===== config.mk =====
export PLATFORM = sky130hd
export DESIGN_NAME = shift_add_mul_sched
export DESIGN_NICKNAME = d
export VERILOG_FILES = /design/src/rtl/shift_add_mul_sched.sv
export SDC_FILE = /design/constraint.sdc
export NUM_CORES = 1
export LEC_CHECK = 0
export CAP_MARGIN = 20
export CELL_PAD_IN_SITES_DETAIL_PLACEMENT = 0
export CELL_PAD_IN_SITES_GLOBAL_PLACEMENT = 2
export CORE_MARGIN = 3
export CORE_UTILIZATION = 32
export DETAILED_ROUTE_END_ITERATION = 16
export PLACE_DENSITY = 0.89
export SYNTH_ARGS = -nofsm -noshare
export SYNTH_HDL_FRONTEND = slang
export SYNTH_SLANG_ARGS = --single-unit
export TNS_END_PERCENT = 20

===== constraint.sdc =====
create_clock -name clk -period 4.75 [get_ports clk]
set_clock_uncertainty 0.2 [all_clocks]
set_input_delay 0.95 -clock clk [delete_from_list [all_inputs] [get_ports clk]]
set_output_delay 0.95 -clock clk [all_outputs]
set_load 0.02 [all_outputs]

===== src/rtl/shift_add_mul_sched.sv =====
// Two-requester round-robin scheduler around a serial shift-and-add multiplier.
// Optional macro SHIFT_ADD_EARLY_TERM_EN stops iterating once the remaining multiplier bits are zero.
module shift_add_mul_sched #(
  parameter int m = 8,
  parameter int n = 8
) (
  input  logic             clk,
  input  logic             rst,
  input  logic             req0_valid,
  output logic             req0_ready,
  input  logic [m-1:0]     req0_a,
  input  logic [n-1:0]     req0_b,
  input  logic             req1_valid,
  output logic             req1_ready,
  input  logic [m-1:0]     req1_a,
  input  logic [n-1:0]     req1_b,
  output logic             resp_valid,
  input  logic             resp_ready,
  output logic             resp_id,
  output logic [m+n-1:0]   resp_data,
  output logic             busy
);

  localparam int w  = m + n;
  localparam int cw = $clog2(n + 1);

  typedef enum logic [1:0] {
    IDLE = 2'd0,
    RUN  = 2'd1,
    DONE = 2'd2
  } state_t;

  state_t          state_q, state_d;
  logic [w-1:0]    acc_q, acc_d;
  logic [w-1:0]    a_sh_q, a_sh_d;
  logic [n-1:0]    b_sh_q, b_sh_d;
  logic [cw-1:0]   count_q, count_d;
  logic            id_q, id_d;
  logic            last_grant_q, last_grant_d;

  logic            grant_s;
  logic            accept_s;
  logic [n-1:0]    b_next_s;
  logic            last_iter_s;

  // Arbitration, capture and iteration sequencing.
  always_comb begin
    state_d      = state_q;
    acc_d        = acc_q;
    a_sh_d       = a_sh_q;
    b_sh_d       = b_sh_q;
    count_d      = count_q;
    id_d         = id_q;
    last_grant_d = last_grant_q;

    // Contention goes to whoever was not served last.
    if (req0_valid && req1_valid) begin
      grant_s = ~last_grant_q;
    end else if (req1_valid) begin
      grant_s = 1'b1;
    end else begin
      grant_s = 1'b0;
    end

    accept_s = (state_q == IDLE) && (req0_valid || req1_valid) && !rst;
    b_next_s = b_sh_q >> 1;
`ifdef SHIFT_ADD_EARLY_TERM_EN
    last_iter_s = (count_q == cw'(n - 1)) || (b_next_s == '0);
`else
    last_iter_s = (count_q == cw'(n - 1));
`endif

    case (state_q)
      IDLE: begin
        if (accept_s) begin
          acc_d        = '0;
          a_sh_d       = grant_s ? w'(req1_a) : w'(req0_a);
          b_sh_d       = grant_s ? req1_b : req0_b;
          id_d         = grant_s;
          last_grant_d = grant_s;
          count_d      = '0;
          state_d      = RUN;
        end else begin
          state_d      = IDLE;
        end
      end
      RUN: begin
        if (b_sh_q[0]) begin
          acc_d = acc_q + a_sh_q;
        end else begin
          acc_d = acc_q;
        end
        a_sh_d  = a_sh_q << 1;
        b_sh_d  = b_next_s;
        count_d = count_q + cw'(1);
        if (last_iter_s) begin
          state_d = DONE;
        end else begin
          state_d = RUN;
        end
      end
      DONE: begin
        if (resp_ready) begin
          state_d = IDLE;
        end else begin
          state_d = DONE;
        end
      end
      default: begin
        state_d = IDLE;
      end
    endcase
  end

  // State and datapath registers.
  always_ff @(posedge clk) begin
    if (rst) begin
      state_q      <= IDLE;
      acc_q        <= '0;
      a_sh_q       <= '0;
      b_sh_q       <= '0;
      count_q      <= '0;
      id_q         <= 1'b0;
      last_grant_q <= 1'b1;
    end else begin
      state_q      <= state_d;
      acc_q        <= acc_d;
      a_sh_q       <= a_sh_d;
      b_sh_q       <= b_sh_d;
      count_q      <= count_d;
      id_q         <= id_d;
      last_grant_q <= last_grant_d;
    end
  end

  assign req0_ready = accept_s & ~grant_s;
  assign req1_ready = accept_s & grant_s;
  assign resp_valid = (state_q == DONE);
  assign resp_data  = resp_valid ? acc_q : '0;
  assign resp_id    = resp_valid ? id_q : 1'b0;
  assign busy       = (state_q != IDLE);

endmodule


==> summary.md <==
| Metric | Value |
|---|---|
| Boundary pin count | 58 |
| Util after Layout | a little over two fifths |
| Total GRT Usage | 14.3% |
| Die width | slightly below 100 um |
| Top cells by area, synth | dfxtp_1, ha_1, nor2_1 |
| Dpl hpwl | roughly 5000 um |
| Clock sinks | 48 |
| Avg Cell Area, Syn | 8.50 um^2 |
| Max_slew headroom | approximately three fifths |
| Tmin final | roughly 4000 ps |
| Pwr Density | approximately 240 mW/mm^2 |
| Max Slew Vio Count | 0 |
| Cell taking the most area after synthesis | dfxtp_1 |
| Final nets | between 400 and 500 |
| Number of global-route vias before repair | approximately 2.4k |
| Most frequent cells in the layout | clkdlybuf4s50_1, dfxtp_1, nor2_1 |
| Post-CTS setup repair buffer count | 0 |
| Root buf cell | clkbuf_8 |
| CTS Hold Bufs | 0 |
| Antenna Nets Post-Route | 0 |
| TritonCTS buffer count | 5 |
| Peak VDD IR | roughly 0.11 mV |
| Hold Path Depth | 2 |
| Critical Path Start Type | input port |
| Maximum number of pins on one net before global-route repair | 45 |
| Worst-Margin Slew | between 500 and 600 ps |
| Initial Utilization | ~33% |
| WL/cell | 14.2 um |
| Setup tns final | 0 ps |
| Clock Path Buffers | 2 |
| Vias | around 2.5k |
| Max Cap Viol | 0 |
| Cell Area, Synth | about 0.0027 mm^2 |
| Sequential fraction of the synthesis area | 35.1% |
| Critical path arrival | roughly 2800 ps |
| TritonCTS clock tree | yes |
| Number of DRC markers in iteration 0 | approximately 110 |
| Mapped Nets | 376 |
| Fin. Hold Viols | 0 |
| Share of cells above drive strength 1 | under 10% |
| Layout Cells excl Fill | just under 500 |
| Lkg Pwr | 1.45 nW |
| Gpl congestion | between 0.8 and 0.9 |
| FF-to-FF path depth | 8 |
| FF+latch count, synth | between 40 and 50 |
| Worst-path clk slew | around 90 ps |
| First-pass GRT wire length | about 11000 um |
| Tcrit/Tclk final | between 80 and 90% |
| FMAX | roughly 0.25 GHz |
| Critical Path RT | approximately 3600 ps |
| Synth cell types | 49 |
| Cells after DPL | 473 |
| Port Buffers | 57 |
| Drt via density | between 5 and 6 |
| Asr flop ratio synth | 0% |
| Yosys warnings | 0 |
| Hold Path Class | reg -> reg |
| CP Capture Type | output pin |
| Core area | around 0.0083 mm^2 |
| RSZ-0062 raised after global routing | no |
| H-tree depth | 2 |
| Initial DRT Pass Iterations | 5 |
| Total die area | 0.00970 mm^2 |
| Synthesis-to-finish area growth | 28.9% |
| Die H | about 98 um |
| Cts repair resizes | 0 |
| Ant diodes | 0 |
| Grt ovf | 0 |
| Synth top area share | a little over a third |
| Outcome | complete, no violations |
| Gate Count Post-Synth | approximately 320 |
| Initial antenna violation count | 0 |
| Site Rows | 33 |
| Final WL | 6850 um |
| Clock Latency Late Sink | between 300 and 400 ps |
| Residual DRC | 0 |
| Commonest non-fill, non-tap cell in the layout | clkdlybuf4s50_1 |
| Ys flop type | dfxtp_1 |
| Final Setup Violations | 0 |
| Reg2reg setup slack | between 2000 and 2500 ps |
| Crit-path max FO | 11 |
| Number of synthesized flops with an enable pin | 0 |
| Setup CP Type | in -> out |
-- area by class of cell --
cell class | count | area, um^2
Sequential cell | 48 | 961
Clock inverter | 3 | 42.5
Clock buffer | 5 | 68.8
Fill cell | 866 | 4730
Multi-Input combinational cell | 248 | 1670
Timing Repair Buffer | 64 | 623
Tap cell | 105 | 131
Inverter | 8 | 30.0
-- final timing paths --
path / start / end
setup / recovery: req1_valid / req1_ready
hold / removal: b_sh_q[2] / b_sh_q[2]
setup reg to reg: a_sh_q[2] / acc_q[15]
hold reg to reg: b_sh_q[2] / b_sh_q[2]
-- routing by layer --
metal  global-route usage, %  share of wire (%)  vias to the layer above
met5                       0                  0                        -
met4                    4.41                1.4                        0
met3                    2.69                5.8                       10
met2                    23.2                 45                       65
met1                    19.3                 48                     1111
li1                        -                  -                     1281
-- critical path: stages --
cell and delay (ps):
clkdlybuf4s50_1 470, inv_1 60, a21oi_1 110, buf_4 180, nor3b_1 200, buf_4 230
clkdlybuf4s50_1 630
-- stage by stage --
step,power (mW),setup slack [ps],hold slack (ps),cell area (um^2)
5_1_grt,0.896,615,310,3530
4_1_cts,0.868,765,289,3530
3_5_place_dp,0.561,778,275,3420
2_1_floorplan,0.505,1420,237,2740
3_3_place_gp,0.560,787,251,3420
6_report,0.854,761,281,3530
-- logic make-up after synthesis --
kind of cell | share of synthesized area, %
simple gates | 21.2
compound gates | 25.3
flops | 35.1
buf+inv | 3.93
fa+ha+maj | 8.05
xor+xnor | 3.84
mux | 2.56
-- registers in the layout, summed over array words and instances, names as in the netlist --
| signal | flops |
|---|---|
| a_sh_q | 16 |
| state_q | 2 |
| last_grant_q | 1 |
| acc_q | 16 |
| b_sh_q | 8 |
| id_q | 1 |
| count_q | 4 |
-- synthesized netlist by cell type (4+ instances only) --
cell type	n
a2111oi_0	4
a21o_1	6
a21oi_1	28
a222oi_1	10
a22o_1	8
a22oi_1	15
and2_1	18
and3_1	4
clkbuf_1	16
dfxtp_1	48
ha_1	16
inv_1	8
mux2i_1	7
nand2_1	20
nor2_1	45
nor2b_1	5
nor3_1	8
o21ai_0	7
xnor2_1	7
xor2_1	5
-- power by group --
part / internal (mW) / leakage [nW] / switching [mW]
Clock: 0.156 / 0.0541 / 0.147
Combinational: 0.0605 / 1.01 / 0.0612
Sequential: 0.416 / 0.390 / 0.0125
Total: 0.633 / 1.45 / 0.221
No activity file was read; power rests on OpenSTA's default activity.
